--- config.mk ---
export PLATFORM = sky130hd
export DESIGN_NAME = mem_stage
export DESIGN_NICKNAME = d
export VERILOG_FILES = /design/src/rtl/mem_stage.sv
export SDC_FILE = /design/constraint.sdc
export NUM_CORES = 1
export LEC_CHECK = 0
export CAP_MARGIN = 20
export CELL_PAD_IN_SITES_DETAIL_PLACEMENT = 0
export CELL_PAD_IN_SITES_GLOBAL_PLACEMENT = 1
export CORE_MARGIN = 10
export CORE_UTILIZATION = 32
export CTS_CLUSTER_SIZE = 8
export DETAILED_ROUTE_END_ITERATION = 12
export GPL_TIMING_DRIVEN = 0
export HOLD_SLACK_MARGIN = 0.08
export PLACE_DENSITY = 0.84
export SLEW_MARGIN = 20
export SYNTH_ARGS = -nofsm -noshare
export SYNTH_HDL_FRONTEND = slang
export SYNTH_SLANG_ARGS = --single-unit
--- constraint.sdc ---
create_clock -name clk_i -period 2.7 [get_ports clk_i]
set_input_delay 0.54 -clock clk_i [delete_from_list [all_inputs] [get_ports clk_i]]
set_output_delay 0.54 -clock clk_i [all_outputs]
set_load 0.05 [all_outputs]
--- src/rtl/mem_stage.sv ---
// mem_stage: memory-access pipeline stage between the ALU stage and register writeback.
//   Non-memory instructions retire one cycle after acceptance. Loads and stores hold a
//   req/ack transaction to data memory, stalling upstream until ack or timeout.
// Ports:
//   clk_i, rst_i (async active-low)
//   upstream : valid_i, ready_o, is_load_i, is_store_i, alu_result_i, store_data_i,
//              reg_wr_en_i, wr_reg_i
//   memory   : mem_req_o, mem_we_o, mem_addr_o, mem_wdata_o, mem_ack_i, mem_rdata_i
//   writeback: wb_valid_o, wb_reg_wr_en_o, wb_wr_reg_o, wb_data_o
//   status   : error_o (sticky timeout flag)
module mem_stage #(
    parameter int unsigned DATA_WIDTH     = 32,
    parameter int unsigned ADDR_WIDTH     = 10,
    parameter int unsigned REGISTER_WIDTH = 5,
    parameter int unsigned TIMEOUT        = 16
) (
    input  logic                      clk_i,
    input  logic                      rst_i,
    input  logic                      valid_i,
    output logic                      ready_o,
    input  logic                      is_load_i,
    input  logic                      is_store_i,
    input  logic [DATA_WIDTH-1:0]     alu_result_i,
    input  logic [DATA_WIDTH-1:0]     store_data_i,
    input  logic                      reg_wr_en_i,
    input  logic [REGISTER_WIDTH-1:0] wr_reg_i,
    output logic                      mem_req_o,
    output logic                      mem_we_o,
    output logic [ADDR_WIDTH-1:0]     mem_addr_o,
    output logic [DATA_WIDTH-1:0]     mem_wdata_o,
    input  logic                      mem_ack_i,
    input  logic [DATA_WIDTH-1:0]     mem_rdata_i,
    output logic                      wb_valid_o,
    output logic                      wb_reg_wr_en_o,
    output logic [REGISTER_WIDTH-1:0] wb_wr_reg_o,
    output logic [DATA_WIDTH-1:0]     wb_data_o,
    output logic                      error_o
);

    localparam int unsigned CNT_W = (TIMEOUT > 1) ? $clog2(TIMEOUT) : 1;

    typedef enum logic {
        ST_IDLE = 1'b0,
        ST_WAIT = 1'b1
    } state_t;

    state_t                    state_q, state_d;
    logic [CNT_W-1:0]          cnt_q, cnt_d;
    logic                      ld_wr_en_q, ld_wr_en_d;
    logic [REGISTER_WIDTH-1:0] dest_q, dest_d;

    logic                      req_d, we_d;
    logic [ADDR_WIDTH-1:0]     addr_d;
    logic [DATA_WIDTH-1:0]     wdata_d;
    logic                      wb_valid_d, wb_wr_en_d, error_d;
    logic [REGISTER_WIDTH-1:0] wb_reg_d;
    logic [DATA_WIDTH-1:0]     wb_data_d;

    logic accept;
    logic is_mem;

    assign ready_o = (state_q == ST_IDLE);
    assign accept  = valid_i & ready_o;
    assign is_mem  = is_load_i | is_store_i;

    // Next-state and next-output logic
    always_comb begin
        state_d    = state_q;
        cnt_d      = cnt_q;
        ld_wr_en_d = ld_wr_en_q;
        dest_d     = dest_q;
        req_d      = mem_req_o;
        we_d       = mem_we_o;
        addr_d     = mem_addr_o;
        wdata_d    = mem_wdata_o;
        wb_valid_d = 1'b0;
        wb_wr_en_d = wb_reg_wr_en_o;
        wb_reg_d   = wb_wr_reg_o;
        wb_data_d  = wb_data_o;
        error_d    = error_o;

        unique case (state_q)
            ST_IDLE: begin
                if (accept) begin
                    if (is_mem) begin
                        state_d    = ST_WAIT;
                        cnt_d      = '0;
                        req_d      = 1'b1;
                        // Load wins when both flags are set
                        we_d       = is_store_i & ~is_load_i;
                        addr_d     = alu_result_i[ADDR_WIDTH-1:0];
                        wdata_d    = store_data_i;
                        dest_d     = wr_reg_i;
                        ld_wr_en_d = reg_wr_en_i;
                    end else begin
                        wb_valid_d = 1'b1;
                        wb_wr_en_d = reg_wr_en_i;
                        wb_reg_d   = wr_reg_i;
                        wb_data_d  = alu_result_i;
                    end
                end
            end
            ST_WAIT: begin
                // Ack takes priority over an expiring counter
                if (mem_ack_i) begin
                    state_d    = ST_IDLE;
                    req_d      = 1'b0;
                    wb_valid_d = 1'b1;
                    wb_reg_d   = dest_q;
                    if (mem_we_o) begin
                        wb_wr_en_d = 1'b0;
                        wb_data_d  = DATA_WIDTH'(mem_addr_o);
                    end else begin
                        wb_wr_en_d = ld_wr_en_q;
                        wb_data_d  = mem_rdata_i;
                    end
                end else if (cnt_q == CNT_W'(TIMEOUT - 1)) begin
                    state_d    = ST_IDLE;
                    req_d      = 1'b0;
                    error_d    = 1'b1;
                    wb_valid_d = 1'b1;
                    wb_wr_en_d = 1'b0;
                    wb_reg_d   = dest_q;
                end else begin
                    cnt_d = cnt_q + CNT_W'(1);
                end
            end
            default: state_d = ST_IDLE;
        endcase
    end

    // State and registered outputs
    always_ff @(posedge clk_i or negedge rst_i) begin
        if (!rst_i) begin
            state_q        <= ST_IDLE;
            cnt_q          <= '0;
            ld_wr_en_q     <= 1'b0;
            dest_q         <= '0;
            mem_req_o      <= 1'b0;
            mem_we_o       <= 1'b0;
            mem_addr_o     <= '0;
            mem_wdata_o    <= '0;
            wb_valid_o     <= 1'b0;
            wb_reg_wr_en_o <= 1'b0;
            wb_wr_reg_o    <= '0;
            wb_data_o      <= '0;
            error_o        <= 1'b0;
        end else begin
            state_q        <= state_d;
            cnt_q          <= cnt_d;
            ld_wr_en_q     <= ld_wr_en_d;
            dest_q         <= dest_d;
            mem_req_o      <= req_d;
            mem_we_o       <= we_d;
            mem_addr_o     <= addr_d;
            mem_wdata_o    <= wdata_d;
            wb_valid_o     <= wb_valid_d;
            wb_reg_wr_en_o <= wb_wr_en_d;
            wb_wr_reg_o    <= wb_reg_d;
            wb_data_o      <= wb_data_d;
            error_o        <= error_d;
        end
    end

endmodule
==> impl_metrics.csv <==
group,metric,value,unit
route,drtIter0Drc,185,
worst_hold_path,min_path_type,"input pin to asynchronous set/reset pin",
critical_path,endpoint_kind,"output pin",
yosys,yosys.cell_types.count,28,
status,status,"complete, no violations",
timing,period_share,0.951,
placed_design,gp_congestion,0.741,
global_route,grt_pass1_wl,21800,um
route,wirelength,13600,um
yosys,synth_edf_count,0,
timing,rsz0062_at_grt,"false",
critical_path,r2r_slack,0.85,ns
run,maxCapViolations,0,
yosys,synth_most_common_cell,"nand2_1",
floorplanning,die-area,0.0178,sq mm
critical_path,required,2.16,ns
power_and_ir_drop,combPwrFrac,0.472,
yosys,yosysTopAreaCell,"dfrtp_1",
yosys,synthCells,441,
clock_network,cts_buffers,9,
power_and_ir_drop,finalPower,5.85,mW
power_and_ir_drop,p_sw,2.52,mW
floorplanning,fp.dieH,133,um
yosys,synthFlopType,"dfrtp_1",
route,routedWlPerCell,16.6,um
clock_network,cts_setup_buffers,0,
yosys,synth_top_area_frac,0.579,
yosys,yosysWarnings,0,
floorplanning,initial_utilization,0.327,
finish,final_cell_count_no_fill,820,
power_and_ir_drop,ir_drop,0.350,mV
timing,slew_headroom,0.510,
power_and_ir_drop,power_density,898,mW/mm^2
critical_path,path_class,"flop to output pin",
clock_network,clock_latency,0.33,ns
clock_network,cts_max_level,3,
floorplanning,ios,193,
placed_design,io_buffers,192,
global_route,grtUsageTotal,0.152,
timing,report.final.slew_viol_count,0,
clock_network,cts_resized,1,
critical_path,crit_path_start,"state_q$_DFF_PN0_",
clock_network,clock-sinks,95,
finish,diodes,0,
clock_network,cts.reportedPaths.clkPinSlew,0.06,ns
global_route,grt_max_degree,57,
clock_network,cts_tree,"yes",
route,via_per_inst,4.64,
yosys,synth_common_cells,"nand2_1, dfrtp_1, o21ai_1",
finish,postLayoutCoreUtil,0.518,
yosys,yosysSeqAreaShare,0.579,
route,drt-pass1-iter-count,4,
critical_path,path_max_fanout,10,
floorplanning,fp.dieW,133,um
route,vias,3804,
yosys,synthArstFlopShare,1.00,
power_and_ir_drop,p_sw_frac,0.430,
route,detail-route-antenna-nets,0,
critical_path,cp-endpoint,"ready_o",
timing,hold_viol,0,
floorplanning,row_count,41,
critical_path,cp-start-kind,"flop",
timing,clock.fmax,389,MHz
power_and_ir_drop,p_leak,2.95,nW
critical_path,worstReg2RegStart,"state_q$_DFF_PN0_",
yosys,ys_ff_latch,95,
yosys,syn_area_per_cell,9.31,sq um
yosys,synthesis.area,0.00411,sq mm
yosys,synth_area_leaders,"dfrtp_1, nand2_1, mux2i_1, a22oi_1, o21ai_1",
placed_design,numPlacedInstances,806,
placed_design,place_hpwl,10700,um
finish,drive_above_1_share,0.0494,
finish,area_growth,58.7,%
floorplanning,core_area,0.0126,sq mm
clock_network,cts_root_buf,"clkbuf_16",
power_and_ir_drop,power.share.clock,0.190,
power_and_ir_drop,power_frac_seq,0.338,
clock_network,postCtsHoldBufs,0,
timing,fin_crit,2.57,ns
timing,finClkSkew,0.00415,ns
route,drc_errors,0,
critical_path,worstPathArrival,2.03,ns
yosys,synth_nets,550,
finish,final_nets,754,
timing,tightest_slew,0.730,ns
global_route,grt_pass1_vias,3925,
global_route,grt_antenna_before_repair,0,
critical_path,r2r_cells,7,
power_and_ir_drop,internal_power,3.34,mW
critical_path,timing.rr.end,"wb_data_o[28]$_DFFE_PN0P_",
timing,setup_viol,0,
clock_network,clockBufferDepth,2,
global_route,overflow,0,
timing,fin_worst_hold_slack,0.107,ns
## worst min-delay path by stage
stage          depth (start not counted)                         to           startpoint
4_1_cts                                1  wb_data_o[13]$_DFFE_PN0P_                rst_i
5_1_grt                                1  wb_data_o[13]$_DFFE_PN0P_                rst_i
6_report                               1  wb_data_o[13]$_DFFE_PN0P_                rst_i
3_3_place_gp                           1        error_o$_DFFE_PN0P_  error_o$_DFFE_PN0P_
2_1_floorplan                          0       cnt_q[0]$_DFFE_PN0P_                rst_i
3_5_place_dp                           1        error_o$_DFFE_PN0P_  error_o$_DFFE_PN0P_
## worst max-delay path: stages (launching register included)
cell and delay, ns:
dfrtp_1 0.37, buf_6 0.14, clkinv_1 0.12, clkbuf_1 0.45, dlygate4sd2_1 0.61
## kinds of logic after synthesis
logic type | after synthesis | synth area share
AO/OA/AOI/OAI | 89 | 0.134
buffers and inverters | 28 | 0.0375
multiplexers | 18 | 0.0439
AND/OR/NAND/NOR | 210 | 0.202
flip-flops | 95 | 0.579
adder cells (fa/ha/maj) | 1 | 0.00305
## metal layers
| layer | GRT usage | routed length [um] | vias to the layer above |
|---|---|---|---|
| met2 | 0.256 | 6770 | 125 |
| met4 | 0.0472 | 160 | 0 |
| met5 | 0 | 0 | - |
| met3 | 0.0519 | 955 | 14 |
| li1 | - | - | 1873 |
| met1 | 0.177 | 5760 | 1792 |
## flip-flops by register name, indices dropped and copies added, names as in the netlist, 4 cells and up
signal / count
cnt_q: 4
mem_wdata_o: 32
wb_data_o: 32
dest_q: 5
mem_addr_o: 10
wb_wr_reg_o: 5
## through the flow
stage / setup slack [ns] / setup TNS [ns] / cell area, sq um
final: 0.132 / 0 / 6520
after CTS: 0.105 / 0 / 6520
after global placement: -2.59 / -246.02 / 6240
after global routing: 0.00187 / 0 / 6520
after floorplan: 0.951 / 0 / 4110
after detailed placement: 0.157 / 0 / 6270
## power groups by stage
stage                     registers [mW]  logic [mW]  clock network [mW]
after detailed placement            2.01        2.79                   0
after global routing                2.03        2.93                1.22
after global placement              1.99        2.77                   0
after CTS                           1.98        2.80                1.15
after floorplan                     3.13       0.579                   0
final                               1.98        2.76                1.11
## layout make-up
class / instances / area [sq um]
fillers: 1169 / 6050
flip-flops and latches: 95 / 2380
repair buffers: 193 / 1950
multi-input cells: 318 / 1570
clock buffers: 12 / 236
well taps: 172 / 215
plain buffers: 26 / 146
clock inverters: 2 / 10.0
inverters: 2 / 7.51
## cell usage in the layout (no fill, tap or decap), drive strengths merged, types with 2 or more instances in the layout
| cell | count |
|---|---|
| dfrtp | 95 |
| clkbuf | 29 |
| and3 | 2 |
| nor2 | 16 |
| o22ai | 5 |
| nand2b | 2 |
| nand2 | 184 |
| nor2b | 2 |
| clkdlybuf4s50 | 190 |
| mux2i | 18 |
| clkinv | 3 |
| a21oi | 21 |
| o21ai | 38 |
| a22oi | 21 |
| buf | 11 |
No activity file was read; power rests on OpenSTA's default activity.
